===== config.mk =====
export PLATFORM = sky130hd
export DESIGN_NAME = vga_fb_reader_flat
export DESIGN_NICKNAME = d
export VERILOG_FILES = /design/src/rtl/vga_pkg.sv /design/src/rtl/vga_fb_reader_if.sv /design/src/rtl/vga_timing_gen.sv /design/src/rtl/vga_fb_reader.sv /design/src/flat_wrapper.sv
export SDC_FILE = /design/constraint.sdc
export NUM_CORES = 1
export LEC_CHECK = 0
export BUFFER_PORTS_ARGS = -buffer_cell sky130_fd_sc_hd__buf_4
export CAP_MARGIN = 5
export CORE_MARGIN = 3
export CORE_UTILIZATION = 50
export DETAILED_ROUTE_END_ITERATION = 12
export PLACE_DENSITY = 0.85
export SYNTH_ARGS = -nofsm -noshare
export SYNTH_HDL_FRONTEND = slang
export SYNTH_SLANG_ARGS = --single-unit

===== constraint.sdc =====
create_clock -name clk25 -period 2.1 [get_ports clk25]
set_input_delay 0.42 -clock clk25 [delete_from_list [all_inputs] [get_ports clk25]]
set_output_delay 0.42 -clock clk25 [all_outputs]
set_load 0.05 [all_outputs]

===== src/rtl/vga_pkg.sv =====
// -----------------------------------------------------------------------------
// vga_pkg
// Shared definitions for the VGA frame-buffer scan-out block.
//   - Default 640x480@60 timing values and the sync window positions derived
//     from them.
//   - Counter / address / pixel widths.
//   - The 2-bit scale-mode encoding and a decoder for the two rez inputs.
//   - The bundle of per-pixel control flags that travels down the delay pipe.
// -----------------------------------------------------------------------------
package vga_pkg;

    // Default horizontal timing, in pixels
    localparam int H_VIS_DEF  = 640;
    localparam int H_FP_DEF   = 16;
    localparam int H_SYNC_DEF = 96;
    localparam int H_BP_DEF   = 48;

    // Default vertical timing, in lines
    localparam int V_VIS_DEF  = 480;
    localparam int V_FP_DEF   = 10;
    localparam int V_SYNC_DEF = 2;
    localparam int V_BP_DEF   = 33;

    // Derived totals and sync windows for the default timing
    localparam int H_TOTAL      = H_VIS_DEF + H_FP_DEF + H_SYNC_DEF + H_BP_DEF;  // 800
    localparam int V_TOTAL      = V_VIS_DEF + V_FP_DEF + V_SYNC_DEF + V_BP_DEF;  // 525
    localparam int H_SYNC_START = H_VIS_DEF + H_FP_DEF;                          // 656
    localparam int H_SYNC_END   = H_SYNC_START + H_SYNC_DEF - 1;                 // 751
    localparam int V_SYNC_START = V_VIS_DEF + V_FP_DEF;                          // 490
    localparam int V_SYNC_END   = V_SYNC_START + V_SYNC_DEF - 1;                 // 491

    localparam int CNT_W  = 10;   // enough for 0..799 and 0..524
    localparam int ADDR_W = 17;   // enough for 320*240-1 = 76799
    localparam int PIX_W  = 12;   // RGB444

    // Scale mode held for a whole frame
    typedef enum logic [1:0] {
        SCALE_2X = 2'b01,
        SCALE_4X = 2'b10
    } scale_mode_e;

    // Control flags that must stay aligned with the pixel data
    typedef struct packed {
        logic hsync;
        logic vsync;
        logic visible;
        logic frame_start;
    } vga_ctl_t;

    localparam vga_ctl_t CTL_RESET = '{hsync: 1'b1, vsync: 1'b1, visible: 1'b0, frame_start: 1'b0};

    // rez = {rez_160x120, rez_320x240}. 160x120 wins when both are set;
    // neither set falls back to the 320x240 layout.
    function automatic scale_mode_e decode_mode(input logic [1:0] rez);
        case (rez)
            2'b10, 2'b11: decode_mode = SCALE_4X;
            default:      decode_mode = SCALE_2X;
        endcase
    endfunction

endpackage


===== src/rtl/vga_fb_reader_if.sv =====
// -----------------------------------------------------------------------------
// vga_fb_reader_if
// Read port of the dual-port frame buffer.
//   fb_addr : read address (driven by the reader)
//   fb_data : RGB444 pixel, returned a fixed latency after fb_addr
// Modports: master = scan-out reader, slave = frame-buffer memory.
// -----------------------------------------------------------------------------
interface vga_fb_reader_if;
    import vga_pkg::*;

    logic [ADDR_W-1:0] fb_addr;
    logic [PIX_W-1:0]  fb_data;

    modport master (output fb_addr, input  fb_data);
    modport slave  (input  fb_addr, output fb_data);

endinterface


===== src/rtl/vga_timing_gen.sv =====
// -----------------------------------------------------------------------------
// vga_timing_gen
// Free-running raster counters and the undelayed ("stage 0") control flags.
// Ports:
//   clk25   in   pixel clock
//   rst     in   synchronous active-high reset
//   hcnt    out  horizontal position, 0 .. H_total-1
//   vcnt    out  vertical position,   0 .. V_total-1
//   raw_ctl out  active-low syncs, visible flag and frame-start strobe
//                for the current (hcnt, vcnt)
// -----------------------------------------------------------------------------
module vga_timing_gen
    import vga_pkg::*;
#(
    parameter int H_VIS  = H_VIS_DEF,
    parameter int H_FP   = H_FP_DEF,
    parameter int H_SYNC = H_SYNC_DEF,
    parameter int H_BP   = H_BP_DEF,
    parameter int V_VIS  = V_VIS_DEF,
    parameter int V_FP   = V_FP_DEF,
    parameter int V_SYNC = V_SYNC_DEF,
    parameter int V_BP   = V_BP_DEF
) (
    input  logic             clk25,
    input  logic             rst,
    output logic [CNT_W-1:0] hcnt,
    output logic [CNT_W-1:0] vcnt,
    output vga_ctl_t         raw_ctl
);

    localparam logic [CNT_W-1:0] H_LAST   = CNT_W'(H_VIS + H_FP + H_SYNC + H_BP - 1);
    localparam logic [CNT_W-1:0] V_LAST   = CNT_W'(V_VIS + V_FP + V_SYNC + V_BP - 1);
    localparam logic [CNT_W-1:0] H_VIS_C  = CNT_W'(H_VIS);
    localparam logic [CNT_W-1:0] V_VIS_C  = CNT_W'(V_VIS);
    localparam logic [CNT_W-1:0] HS_START = CNT_W'(H_VIS + H_FP);
    localparam logic [CNT_W-1:0] HS_END   = CNT_W'(H_VIS + H_FP + H_SYNC - 1);
    localparam logic [CNT_W-1:0] VS_START = CNT_W'(V_VIS + V_FP);
    localparam logic [CNT_W-1:0] VS_END   = CNT_W'(V_VIS + V_FP + V_SYNC - 1);

    always_ff @(posedge clk25) begin
        if (rst) begin
            hcnt <= '0;
            vcnt <= '0;
        end else if (hcnt == H_LAST) begin
            hcnt <= '0;
            vcnt <= (vcnt == V_LAST) ? '0 : vcnt + 1'b1;
        end else begin
            hcnt <= hcnt + 1'b1;
        end
    end

    always_comb begin
        raw_ctl             = CTL_RESET;
        raw_ctl.hsync       = !((hcnt >= HS_START) && (hcnt <= HS_END));
        raw_ctl.vsync       = !((vcnt >= VS_START) && (vcnt <= VS_END));
        raw_ctl.visible     = (hcnt < H_VIS_C) && (vcnt < V_VIS_C);
        raw_ctl.frame_start = (hcnt == '0) && (vcnt == '0);
    end

endmodule


===== src/rtl/vga_fb_reader.sv =====
// -----------------------------------------------------------------------------
// vga_fb_reader
// Scan-out stage: reads a 320x240 (2x) or 160x120 (4x) RGB444 frame from the
// frame buffer and drives 640x480@60 VGA with pixel replication. Also emits a
// frame_start pulse aligned with the first visible pixel on the pins.
// Ports:
//   clk25        in   pixel clock
//   rst          in   synchronous active-high reset
//   rez_160x120  in   stored frame is 160x120 (4x replication)
//   rez_320x240  in   stored frame is 320x240 (2x replication)
//   fb           master port of the frame-buffer read interface
//   vga_red/green/blue  out  4-bit colour, forced to 0 in blanking
//   vga_hsync/vsync     out  active-low syncs
//   frame_start         out  one-cycle pulse with the first visible pixel
// Counter-to-pin latency is RD_LAT+1 for every output.
// -----------------------------------------------------------------------------
module vga_fb_reader
    import vga_pkg::*;
#(
    parameter int H_VIS  = H_VIS_DEF,
    parameter int H_FP   = H_FP_DEF,
    parameter int H_SYNC = H_SYNC_DEF,
    parameter int H_BP   = H_BP_DEF,
    parameter int V_VIS  = V_VIS_DEF,
    parameter int V_FP   = V_FP_DEF,
    parameter int V_SYNC = V_SYNC_DEF,
    parameter int V_BP   = V_BP_DEF,
    parameter int RD_LAT = 1
) (
    input  logic             clk25,
    input  logic             rst,
    input  logic             rez_160x120,
    input  logic             rez_320x240,
    vga_fb_reader_if.master  fb,
    output logic [3:0]       vga_red,
    output logic [3:0]       vga_green,
    output logic [3:0]       vga_blue,
    output logic             vga_hsync,
    output logic             vga_vsync,
    output logic             frame_start
);

    localparam logic [CNT_W-1:0]  H_LAST      = CNT_W'(H_VIS + H_FP + H_SYNC + H_BP - 1);
    localparam logic [CNT_W-1:0]  V_LAST      = CNT_W'(V_VIS + V_FP + V_SYNC + V_BP - 1);
    localparam logic [CNT_W-1:0]  H_VIS_LAST  = CNT_W'(H_VIS - 1);
    localparam logic [CNT_W-1:0]  V_VIS_LAST  = CNT_W'(V_VIS - 1);
    localparam logic [ADDR_W-1:0] ROW_W_2X    = ADDR_W'(H_VIS / 2);
    localparam logic [ADDR_W-1:0] ROW_W_4X    = ADDR_W'(H_VIS / 4);

    logic [CNT_W-1:0]  hcnt;
    logic [CNT_W-1:0]  vcnt;
    vga_ctl_t          raw_ctl;

    scale_mode_e       mode_q;
    logic [1:0]        col_sub;
    logic [1:0]        line_sub;
    logic [1:0]        sub_last;
    logic [ADDR_W-1:0] row_base;
    logic [ADDR_W-1:0] row_w;
    logic [ADDR_W-1:0] next_row_base;

    vga_ctl_t          ctl_pipe [RD_LAT];
    vga_ctl_t          ctl_d;

    vga_timing_gen #(
        .H_VIS  (H_VIS),
        .H_FP   (H_FP),
        .H_SYNC (H_SYNC),
        .H_BP   (H_BP),
        .V_VIS  (V_VIS),
        .V_FP   (V_FP),
        .V_SYNC (V_SYNC),
        .V_BP   (V_BP)
    ) u_timing (
        .clk25   (clk25),
        .rst     (rst),
        .hcnt    (hcnt),
        .vcnt    (vcnt),
        .raw_ctl (raw_ctl)
    );

    always_comb begin
        sub_last      = 2'd1;
        row_w         = ROW_W_2X;
        if (mode_q == SCALE_4X) begin
            sub_last = 2'd3;
            row_w    = ROW_W_4X;
        end
        next_row_base = row_base + row_w;
    end

    // Incremental address generator. fb_addr always holds the address of the
    // pixel at the current (hcnt, vcnt). The mode is latched at the end of the
    // first pixel of a frame; col_sub is still 0 there, so the switch never
    // disturbs the first stored column. The increment on the last visible
    // column is suppressed so the address stays within the stored frame
    // through blanking.
    always_ff @(posedge clk25) begin
        if (rst) begin
            mode_q     <= SCALE_2X;
            fb.fb_addr <= '0;
            row_base   <= '0;
            col_sub    <= '0;
            line_sub   <= '0;
        end else begin
            if ((hcnt == '0) && (vcnt == '0)) begin
                mode_q <= decode_mode({rez_160x120, rez_320x240});
            end

            if (raw_ctl.visible) begin
                if (col_sub == sub_last) begin
                    col_sub <= '0;
                    if (hcnt != H_VIS_LAST) begin
                        fb.fb_addr <= fb.fb_addr + 1'b1;
                    end
                end else begin
                    col_sub <= col_sub + 1'b1;
                end
            end

            if (hcnt == H_LAST) begin
                col_sub <= '0;
                if (vcnt == V_LAST) begin
                    row_base   <= '0;
                    fb.fb_addr <= '0;
                    line_sub   <= '0;
                end else if (vcnt < V_VIS_LAST) begin
                    if (line_sub == sub_last) begin
                        row_base   <= next_row_base;
                        fb.fb_addr <= next_row_base;
                        line_sub   <= '0;
                    end else begin
                        fb.fb_addr <= row_base;
                        line_sub   <= line_sub + 1'b1;
                    end
                end
            end
        end
    end

    // Control flags wait RD_LAT cycles so they meet the pixel coming back
    // from the frame buffer at the output register.
    always_ff @(posedge clk25) begin
        if (rst) begin
            for (int i = 0; i < RD_LAT; i++) begin
                ctl_pipe[i] <= CTL_RESET;
            end
        end else begin
            ctl_pipe[0] <= raw_ctl;
            for (int i = 1; i < RD_LAT; i++) begin
                ctl_pipe[i] <= ctl_pipe[i-1];
            end
        end
    end

    assign ctl_d = ctl_pipe[RD_LAT-1];

    always_ff @(posedge clk25) begin
        if (rst) begin
            vga_red     <= '0;
            vga_green   <= '0;
            vga_blue    <= '0;
            vga_hsync   <= 1'b1;
            vga_vsync   <= 1'b1;
            frame_start <= 1'b0;
        end else begin
            vga_red     <= ctl_d.visible ? fb.fb_data[11:8] : 4'h0;
            vga_green   <= ctl_d.visible ? fb.fb_data[7:4]  : 4'h0;
            vga_blue    <= ctl_d.visible ? fb.fb_data[3:0]  : 4'h0;
            vga_hsync   <= ctl_d.hsync;
            vga_vsync   <= ctl_d.vsync;
            frame_start <= ctl_d.frame_start;
        end
    end

endmodule


===== src/flat_wrapper.sv =====
// flat-port wrapper written by rule: the top's interface ports become plain ports
module vga_fb_reader_flat import vga_pkg::*;
#(
    parameter int H_VIS  = H_VIS_DEF,
    parameter int H_FP   = H_FP_DEF,
    parameter int H_SYNC = H_SYNC_DEF,
    parameter int H_BP   = H_BP_DEF,
    parameter int V_VIS  = V_VIS_DEF,
    parameter int V_FP   = V_FP_DEF,
    parameter int V_SYNC = V_SYNC_DEF,
    parameter int V_BP   = V_BP_DEF,
    parameter int RD_LAT = 1
)
  (clk25, rst, rez_160x120, rez_320x240, vga_red, vga_green, vga_blue, vga_hsync, vga_vsync, frame_start, fb_fb_addr, fb_fb_data);
  vga_fb_reader_if fb_i ();
  input  logic clk25;
  input  logic rst;
  input  logic rez_160x120;
  input  logic rez_320x240;
  output logic [3:0] vga_red;
  output logic [3:0] vga_green;
  output logic [3:0] vga_blue;
  output logic vga_hsync;
  output logic vga_vsync;
  output logic frame_start;
  output wire logic [$bits(fb_i.fb_addr)-1:0] fb_fb_addr;
  input wire logic [$bits(fb_i.fb_data)-1:0] fb_fb_data;
  assign fb_fb_addr = fb_i.fb_addr;
  assign fb_i.fb_data = fb_fb_data;
  vga_fb_reader #(.H_VIS(H_VIS), .H_FP(H_FP), .H_SYNC(H_SYNC), .H_BP(H_BP), .V_VIS(V_VIS), .V_FP(V_FP), .V_SYNC(V_SYNC), .V_BP(V_BP), .RD_LAT(RD_LAT)) u_core (.clk25(clk25), .rst(rst), .rez_160x120(rez_160x120), .rez_320x240(rez_320x240), .fb(fb_i), .vga_red(vga_red), .vga_green(vga_green), .vga_blue(vga_blue), .vga_hsync(vga_hsync), .vga_vsync(vga_vsync), .frame_start(frame_start));
endmodule

==> run metrics, run 1 <==
outcome completed; Setup Buffers After CTS 0; Cell Rows 29; Detailed Place HPWL ~5200 um; H-Tree Depth 3; Yosys reg bits 74; Final #Nets 470; Critical Setup Path Class reg2reg; most frequent cell after synthesis dfxtp_1; Avg Inst Size Synth 8.96 um^2; dpl cell area between 3000 and 4000 um^2; FFs w/ async S/R, synth 0%; area delta synth->final 21.5%; peak supply drop between 0.3 and 0.4 mV; core area around 6600 um^2; slowest stage cell, crit path fa_1; Req. time, crit path 2350 ps; synthesized area ~3500 um^2; f_max ~0.50 GHz; Reg clk slew, reported paths 80 ps; Final Hold Fails 0; Die Y 89.5 um; final core utilization 64.5%; later-pin clock latency in the skew report 360 ps; CTS Buf Count 9; syn_nets 414; number of remaining DRC errors 0; Final Power 0.00267 W; Die ar. 8010 um^2; HP Start fb_fb_data[9]; port bufs between 40 and 50; Clock Power Share a little under two fifths; Yosys top cell by area dfxtp_1; per-cell routed wire length ~14 um; Seq/Total Area, Yosys between 40% and 50%; initial antenna violation count 0; ys flop type dfxtp_1; Initial Utilization 53.1%; Synth top cells by count dfxtp_1 (74), nor2_1 (46), nand2_1 (37); DRT iter0 DRCs 157; WP buf/inv 2; vias in the first global route 2,727; Antenna Cells 0; vias per cell 5.31; Slew @ Worst Pin 578 ps; Pint 0.00198 W; Sink Count 74; Slew HR between 60% and 70%; Final GP Congestion approximately 0.84; Setup Skew 11.0 ps; CTS Root Cell clkbuf_8; post-synthesis instance total 389; Total GRT Usage 19.0%; via count a little under 3,000; cells along the critical path nand2b_4, inv_4, nand2_1, fa_1, inv_1, maj3_2, a21oi_4, nor3_2, xnor2_1, o22ai_2; largest net degree at the start of global routing 21; kind of cell adding the most delay to the critical path adder cells; Die W 89.5 um; Switch Pwr 0.000689 W; drt pass-1 iters 4; Fin Setup TNS 0 ps; Post-synth EDFFs 0; Unique masters post-synth 53; HP Class in2reg; fin area 4240 um^2; CTS hold repair buffers 0; Synth area leaders dfxtp_1 (42%), xnor2_1 (7.0%), nor2_1 (5.0%); met1 WL 3140 um; area share of the largest cell type after synthesis between 40% and 50%; Worst setup EP type flop; Min Clock Period, post-route 1990 ps; first-pass GRT wire length 11,800 um; power share of the sequential group 54.2%; Max stage delay on crit path 360 ps; Max-Cap Viols 0; metal2 WL around 3800 um; Pwr per Cell Area 630 nW/um^2; CP Launch Type flop; fin crit share around 95%; clock buffer depth 2; num ports 48; CP max FO 5; Pins Over Slew Limit 0; Routed Antenna Nets 0; crit path DAT 2240 ps; Setup violations, final 0; total grt overflow 0; Static Leak 1.61 nW; yosys warns 0; layout cells sized above 1 about a quarter; CTS tree done; reg2reg start u_core.mode_q[0]$_SDFFE_PP1P_; switching share of power 25.8%; Routed WL 7420 um; DR top layer met4; crit path from u_core.mode_q[0]$_SDFFE_PP1P_; met3 routed WL between 300 and 400 um; portion of total power attributed to combinational logic 7.5%
==> layout by cell type (no fill, tap or decap), types with 2 or more instances in the layout <==
cell       Yosys  routed
nand2b_1       6       4
nor3_1        11       9
nor4_1         4       2
o2111ai_1      4       4
a211oi_2       0       2
xnor2_2        1       3
nor4_2         1       3
and2_1        13      13
a21oi_1       13      13
and3_1         5       4
nor2_1        46      45
or2_2          3       3
dfxtp_1       74      74
o21ai_0        8       7
mux2i_1        2       2
nand2_1       37      37
nor2b_1        2       2
o21ai_1       11      12
xor2_1        15      15
nand4bb_1      3       3
inv_1         13      13
o22ai_1        6       6
clkbuf_8       0      10
ha_1           8       8
nand4_1       12      12
nand3_1       12      12
buf_4          3      63
a21o_1         2       2
clkinv_4       0       2
xnor2_1       28      26
o22ai_2        3       3
or3_1          2       2
nand3b_1       3       3
==> state kept, by name, summed over array words and instances, names as in the netlist <==
register              count
u_core.col_sub            2
u_core.ctl_pipe           4
u_core.fb.fb_addr        17
u_core.frame_start        1
u_core.line_sub           2
u_core.mode_q             2
u_core.row_base          12
u_core.u_timing.hcnt     10
u_core.u_timing.vcnt     10
u_core.vga_blue           4
u_core.vga_green          4
u_core.vga_hsync          1
u_core.vga_red            4
u_core.vga_vsync          1
==> final timing paths <==
path                                                         end  slack, ps  cells past startpoint
worst min-delay path                u_core.vga_red[1]$_SDFF_PP0_        260                      2
worst max-delay path            u_core.fb.fb_addr[11]$_SDFF_PP0_        110                     10
worst min register to register       u_core.vga_hsync$_SDFF_PP1_        410                      1
worst max register to register  u_core.fb.fb_addr[11]$_SDFF_PP0_        110                     10
==> power groups by stage <==
stage | logic, W | clock network [W] | registers, W
CTS | 0.000200 | 0.00103 | 0.00145
floorplan | 0.0000792 | 0 | 0.00153
global route | 0.000219 | 0.00108 | 0.00145
finish | 0.000201 | 0.00102 | 0.00145
global placement | 0.000195 | 0 | 0.00148
detailed placement | 0.000199 | 0 | 0.00148
==> cell type report <==
cell class              instances  area (um^2)
inverters                      14         55.1
clock inverters                 5         38.8
clock buffers                  11          141
multi-input cells             282         1910
well taps                      93          116
fillers                       506         2330
flip-flops and latches         74         1480
repair buffers                 64          493
==> per-stage QoR <==
step           cells  hold slack [ps]  setup slack, ps
2_1_floorplan    389              389             84.5
3_3_place_gp     527              393             6.53
3_5_place_dp     527              392            -41.5
4_1_cts          543              255            -4.85
6_report         543              255              110
5_1_grt          543              255            -18.4
==> logic make-up after synthesis <==
family                   Yosys count  share of synthesized area (%)
flip-flops                        74                           42.5
multiplexers                       3                           1.22
buffers and inverters             33                           4.88
AO/OA/AOI/OAI                     53                           9.87
AND/OR/NAND/NOR                  172                           26.6
adder cells (fa/ha/maj)           10                           3.73
XOR/XNOR                          44                           11.3
==> what timing repair did <==
item | in CTS | in global routing
setup endpoints to repair | 10 | 25
pin swaps | 0 | 4
gates cloned | 0 | 0
gates resized for setup | 1 | 16
==> per-layer routing <==
layer,up-vias,GRT usage (%)
met2,71,31.6
li1,1445,-
met1,1356,22.4
met3,13,6.18
met4,0,7.98
met5,-,0
(Power assumes the default switching activity.)
==> run 2: changes to the inputs <==
--- a/config.mk
+++ b/config.mk
@@ -11,6 +11,7 @@
 export CORE_UTILIZATION = 50
 export DETAILED_ROUTE_END_ITERATION = 12
 export PLACE_DENSITY = 0.85
+export SLEW_MARGIN = 20
 export SYNTH_ARGS = -nofsm -noshare
 export SYNTH_HDL_FRONTEND = slang
 export SYNTH_SLANG_ARGS = --single-unit
==> constraint.sdc (replaced) <==
create_clock -name clk25 -period 2.1 [get_ports clk25]
set_input_delay 0.21 -clock clk25 [delete_from_list [all_inputs] [get_ports clk25]]
set_output_delay 0.21 -clock clk25 [all_outputs]
set_load 0.05 [all_outputs]
==> run 2 against run 1 <==
Against the previous run: critical path depth is the same; first-iteration DRC count shrank 10%; critical path type unchanged; largest power group unchanged; highest routed layer unchanged; via count grew 0.52%.
==> run metrics, run 2 (synthesis results as in run 1) <==
outcome completed; dpl cell area 4020 um^2 (+0.88%); via count 2,900 (+0.52%); Max-Cap Viols 0 (unchanged); Top Registers u_core.fb.fb_addr x17, u_core.row_base x12; Setup Skew 15.1 ps (+4.14 ps); Req. time, crit path 2340 ps (about the same); Die W 89.5 um (unchanged); fin area 4280 um^2 (+1.0%); Slew @ Worst Pin 534 ps (-43.3 ps); f_max 0.504 GHz (+0.21%); H-Tree Depth 3 (unchanged); Routed WL 7630 um (+2.8%); Antenna Cells 0 (unchanged); Final Hold Fails 0 (unchanged); num ports 48 (unchanged); most frequent cells in the layout dfxtp_1 (74), buf_4 (66), nor2_1 (45); Slew HR 64.3% (+2.9 points); Die ar. 8010 um^2 (unchanged); slowest stage cell, crit path maj3_1; fin crit share 94.6% (-0.20 points); total grt overflow 0 (unchanged); clock buffer depth 2 (unchanged); most common cell after layout, fill and taps aside dfxtp_1; Initial Utilization 53.1% (unchanged); Final Power 0.00277 W (+3.9%); core area 6570 um^2 (unchanged); HP Class in2reg; Detailed Place HPWL 5510 um (+5.5%); vias per cell 5.30 (-0.22%); number of remaining DRC errors 0 (unchanged); Die Y 89.5 um (unchanged); Routed Antenna Nets 0 (unchanged); Pwr per Cell Area 648 nW/um^2 (+2.9%); Worst setup EP type flop; Static Leak 1.63 nW (+1.2%); port bufs 46 (unchanged); kind of cell adding the most delay to the critical path adder cells; Pins Over Slew Limit 0 (unchanged); DRT iter0 DRCs 141 (-10%); Max stage delay on crit path 380 ps (+20 ps); CP Launch Type flop; Total GRT Usage 20.0% (+1.0 points); CTS hold repair buffers 0 (unchanged); first-pass GRT wire length 12,400 um (+5.3%); max reg flops 17 (unchanged); Biggest register u_core.fb.fb_addr; Cell Rows 29 (unchanged); Sink Count 74 (unchanged); per-cell routed wire length 13.9 um (+2.1%); area delta synth->final 22.7%; peak supply drop 0.340 mV (-9.4%); Final #Nets 474 (+0.85%); Final GP Congestion 0.825 (-1.7%); vias in the first global route 2,761 (+1.2%); Reg clk slew, reported paths 80 ps (about the same); initial antenna violation count 0 (unchanged); layout cells sized above 1 24.2% (-0.44 points); largest net degree at the start of global routing 21 (unchanged); later-pin clock latency in the skew report 350 ps (about the same); Setup violations, final 0 (unchanged); Min Clock Period, post-route 1990 ps (-4.27 ps); Critical Setup Path Class reg2reg; cells along the critical path nand2b_4, inv_4, nand2_1, fa_1, inv_1, maj3_1, a21oi_4, nor3_2, xnor2_1, o22ai_2; Fin Setup TNS 0 ps (unchanged); CTS tree done; CP max FO 6 (+1); CTS Root Cell clkbuf_8; CTS Buf Count 9 (unchanged); WP buf/inv 2 (unchanged); crit path DAT 2220 ps (-20 ps); drt pass-1 iters 4 (unchanged)
## run 2: where the power goes
group	internal, W	total (W)	switching (W)
clock network	0.000619	0.00112	0.000505
registers	0.00143	0.00145	0.0000170
logic	0.0000823	0.000201	0.000119
total	0.00213	0.00277	0.000641
## run 2: layout make-up
type                    count  area [um^2]
clock buffers              13          159
clock inverters             3         47.5
fillers                   517         2290
inverters                  14         55.1
multi-input cells         282         1890
flip-flops and latches     74         1480
well taps                  93          116
repair buffers             68          536
## run 2: path summary, 6_finish.rpt
check | start | endpoint | slack, ps | depth (start not counted)
max | u_core.mode_q[0]$_SDFFE_PP1P_ | u_core.fb.fb_addr[13]$_SDFF_PP0_ | 110 | 10
min reg2reg | u_core.ctl_pipe[0][2]$_SDFF_PP1_ | u_core.vga_vsync$_SDFF_PP1_ | 400 | 1
min | fb_fb_data[9] | u_core.vga_red[1]$_SDFF_PP0_ | 70 | 2
max reg2reg | u_core.mode_q[0]$_SDFFE_PP1P_ | u_core.fb.fb_addr[13]$_SDFF_PP0_ | 110 | 10
## run 2: metrics by stage
step,hold WS [ps],utilization (%),worst slack [ps],std cells
after floorplan,332,-,84.5,389
after global placement,392,61.2,8.11,530
after detailed placement,396,61.2,-92.3,530
after CTS,49.6,64.3,6.23,546
after global routing,50.6,65.2,-39.2,547
final,66.0,65.2,114,547
## run 2: routing by layer
metal	routed length, um	vias up	global-route usage, %
li1	-	1445	-
met1	3140	1365	22.9
met2	3910	77	35.0
met5	0	-	0
met4	190	0	8.53
met3	381	13	5.44
## run 2: what timing repair did
item / in CTS / in global routing
gates resized for setup: 1 / 10
endpoints found under the setup margin: 15 / 23
pin swaps: 0 / 3
setup buffers: 0 / 1
==> run 3: changes to the inputs <==
--- a/config.mk
+++ b/config.mk
@@ -5,12 +5,13 @@
 export SDC_FILE = /design/constraint.sdc
 export NUM_CORES = 1
 export LEC_CHECK = 0
+export ABC_AREA = 1
 export BUFFER_PORTS_ARGS = -buffer_cell sky130_fd_sc_hd__buf_4
 export CAP_MARGIN = 5
 export CORE_MARGIN = 3
 export CORE_UTILIZATION = 50
 export DETAILED_ROUTE_END_ITERATION = 12
-export PLACE_DENSITY = 0.85
+export PLACE_DENSITY = 0.84
 export SLEW_MARGIN = 20
 export SYNTH_ARGS = -nofsm -noshare
 export SYNTH_HDL_FRONTEND = slang
==> run 3 against run 2 <==
Against the previous run: highest routed layer unchanged; sequential power about the same; fmax is 3.4% higher; cell count increased by 24%; die area is 7.1% higher; core utilization decreased by 1.9 points; global-route usage up 0.54 points; sequential share of layout area shrank 1.3 points; power is 0.96% higher; final area is 3.8% higher; critical endpoint is now u_core.fb.fb_addr[14]$_SDFF_PP0_; register-to-register slack gained 70 ps.
==> run metrics, run 3 <==
Biggest register u_core.fb.fb_addr; Routed Antenna Nets 0 (unchanged); Die W 92.6 um (+3.5%); Detailed Place HPWL 6570 um (+19%); CP max FO 13 (+7); port bufs 46 (unchanged); Setup WS post-layout 180 ps (+66.0 ps); worst hold slack 75.2 ps (+9.12 ps); FF/Latch Area 1480 um^2 (unchanged); crit path DAT 2160 ps (-60 ps); most common cell after layout, fill and taps aside nand2_1; Pins Over Slew Limit 0 (unchanged); Filler cells 629 (+22%); syn_nets 547 (+32%); Critical Setup Path Class reg2reg; Top Registers u_core.fb.fb_addr x17, u_core.row_base x12; drt pass-1 iters 4 (unchanged); Initial Utilization 53.5% (+0.38 points); ys flop type dfxtp_1; Synth area leaders dfxtp_1 (39%), nand2_1 (11%), inv_1 (8.1%); vias per cell 5.12 (-3.4%); clock buffer depth 2 (unchanged); Post-synth EDFFs 0 (unchanged); Antenna Cells 0 (unchanged); max reg flops 17 (unchanged); Final GP Congestion 0.908 (+10%); Final #Nets 605 (+28%); reg2reg start u_core.u_timing.hcnt[0]$_SDFF_PP0_; via count 3,487 (+20%); unrepaired setup endpoints after global routing false; fin crit share 91.4% (-3.1 points); outcome completed; CTS Buf Count 9 (unchanged); Final Power 0.00280 W (+0.96%); Die Y 92.6 um (+3.5%); most frequent cell after synthesis nand2_1; Req. time, crit path 2340 ps (about the same); total grt overflow 0 (unchanged); f_max 0.521 GHz (+3.4%); Fin Setup TNS 0 ps (unchanged); Cell Rows 30 (+3.4%); synthesized area 3750 um^2 (+7.6%); vias in the first global route 3,278 (+19%); Die ar. 8580 um^2 (+7.1%); Total GRT Usage 20.6% (+0.54 points); area share of the largest cell type after synthesis 39.5% (-3.0 points); Setup violations, final 0 (unchanged); Max-Cap Viols 0 (unchanged); HP Class in2reg; CTS tree done; first-pass GRT wire length 14,300 um (+15%); CTS Root Cell clkbuf_8; HP Start fb_fb_data[3]; crit path from u_core.u_timing.hcnt[0]$_SDFF_PP0_; Min Clock Period, post-route 1920 ps (-66.0 ps); yosys warns 0 (unchanged); post-synthesis instance total 522 (+34%); Yosys top cell by area dfxtp_1; Static Leak 1.98 nW (+21%); Seq/Total Area, Yosys 39.5% (-3.0 points); Sink Count 74 (unchanged); core area 7020 um^2 (+6.9%); per-cell routed wire length 12.5 um (-11%); FFs w/ async S/R, synth 0% (unchanged); Reg clk slew, reported paths 80 ps (about the same); Slew HR 72.9% (+8.6 points); number of remaining DRC errors 0 (unchanged); largest net degree at the start of global routing 17 (-19%); most frequent cells in the layout nand2_1 (108), inv_1 (81), dfxtp_1 (74); num ports 48 (unchanged); Unique masters post-synth 43 (-19%); initial antenna violation count 0 (unchanged); Slew @ Worst Pin 405 ps (-129 ps); final core utilization 63.3% (-1.9 points); Setup Skew 12.4 ps (-2.73 ps); layout cells sized above 1 19.7% (-4.6 points); Avg Inst Size Synth 7.19 um^2 (-20%); peak supply drop 0.706 mV (+110%); Pwr per Cell Area 630 nW/um^2 (-2.8%); Yosys reg bits 74 (unchanged); H-Tree Depth 3 (unchanged); Routed WL 8480 um (+11%); Post-Place Setup Slack 100 ps (+193 ps); Final Hold Fails 0 (unchanged); CTS hold repair buffers 0 (unchanged); area delta synth->final 18.4%; DRT iter0 DRCs 134 (-5.0%); multi-input logic area 1910 um^2 (+1.1%); Synth top cells by count nand2_1 (108), inv_1 (81), dfxtp_1 (74); Worst setup EP type flop; CP Launch Type flop; later-pin clock latency in the skew report 350 ps (about the same)
[run 3: repair_timing]
| item | 4_1_cts | 5_1_grt |
|---|---|---|
| resized for setup | 0 | 3 |
| hold endpoints to repair | 0 | 0 |
| setup buffers | 0 | 1 |
| setup endpoints to repair | 0 | 11 |
[run 3: layer usage]
metal / global-route usage (%) / share of wire, % / up-vias / wire, um
met5: 0 / 0 / - / 0
met4: 4.88 / 0.94 / 0 / 80
met3: 5.77 / 4.7 / 8 / 401
met2: 37.5 / 52 / 86 / 4420
met1: 23.7 / 42 / 1602 / 3580
li1: - / - / 1791 / -
[run 3: cell type report]
class | count | area share, %
multi-input combinational | 354 | 42.9
inverter | 87 | 7.35
clock buffer | 11 | 3.41
tap | 96 | 2.70
clock inverter | 5 | 1.18
timing repair buffer | 54 | 9.12
sequential | 74 | 33.3
[run 3: logic make-up after synthesis]
| family | Yosys count | synth area share [%] |
|---|---|---|
| flops | 74 | 39.5 |
| compound gates | 71 | 11.2 |
| simple gates | 267 | 34.4 |
| xor+xnor | 7 | 1.63 |
| buf+inv | 94 | 10.1 |
| fa+ha+maj | 9 | 3.20 |
[run 3: power by group]
part           internal, W  switching (W)  leakage, nW
combinational    0.0000778       0.000152         1.27
sequential         0.00143      0.0000185        0.601
clock             0.000607       0.000511        0.105
total              0.00212       0.000682         1.98
[run 3: final timing paths]
| path | endpoint | slack, ps | cells past startpoint |
|---|---|---|---|
| max | u_core.fb.fb_addr[14]$_SDFF_PP0_ | 180 | 11 |
| min | u_core.vga_blue[3]$_SDFF_PP0_ | 80 | 3 |
| max reg2reg | u_core.fb.fb_addr[14]$_SDFF_PP0_ | 180 | 11 |
| min reg2reg | u_core.frame_start$_SDFF_PP0_ | 410 | 2 |
[run 3: critical path: stages (launching register included)]
cell and delay [ps]:
dfxtp_1 360, ha_1 200, nand3_1 180, inv_2 180, nand3b_4 140, nor3_2 250
nor2_2 50, buf_4 180, nand2_1 110, nand2_1 50, nand2_1 60, nand2_1 50
[run 3: through the flow]
stage | instance area [um^2] | instances
floorplan | 3750 | 522
CTS | 4420 | 680
detailed placement | 4220 | 664
global placement | 4220 | 664
finish | 4440 | 681
global route | 4440 | 681
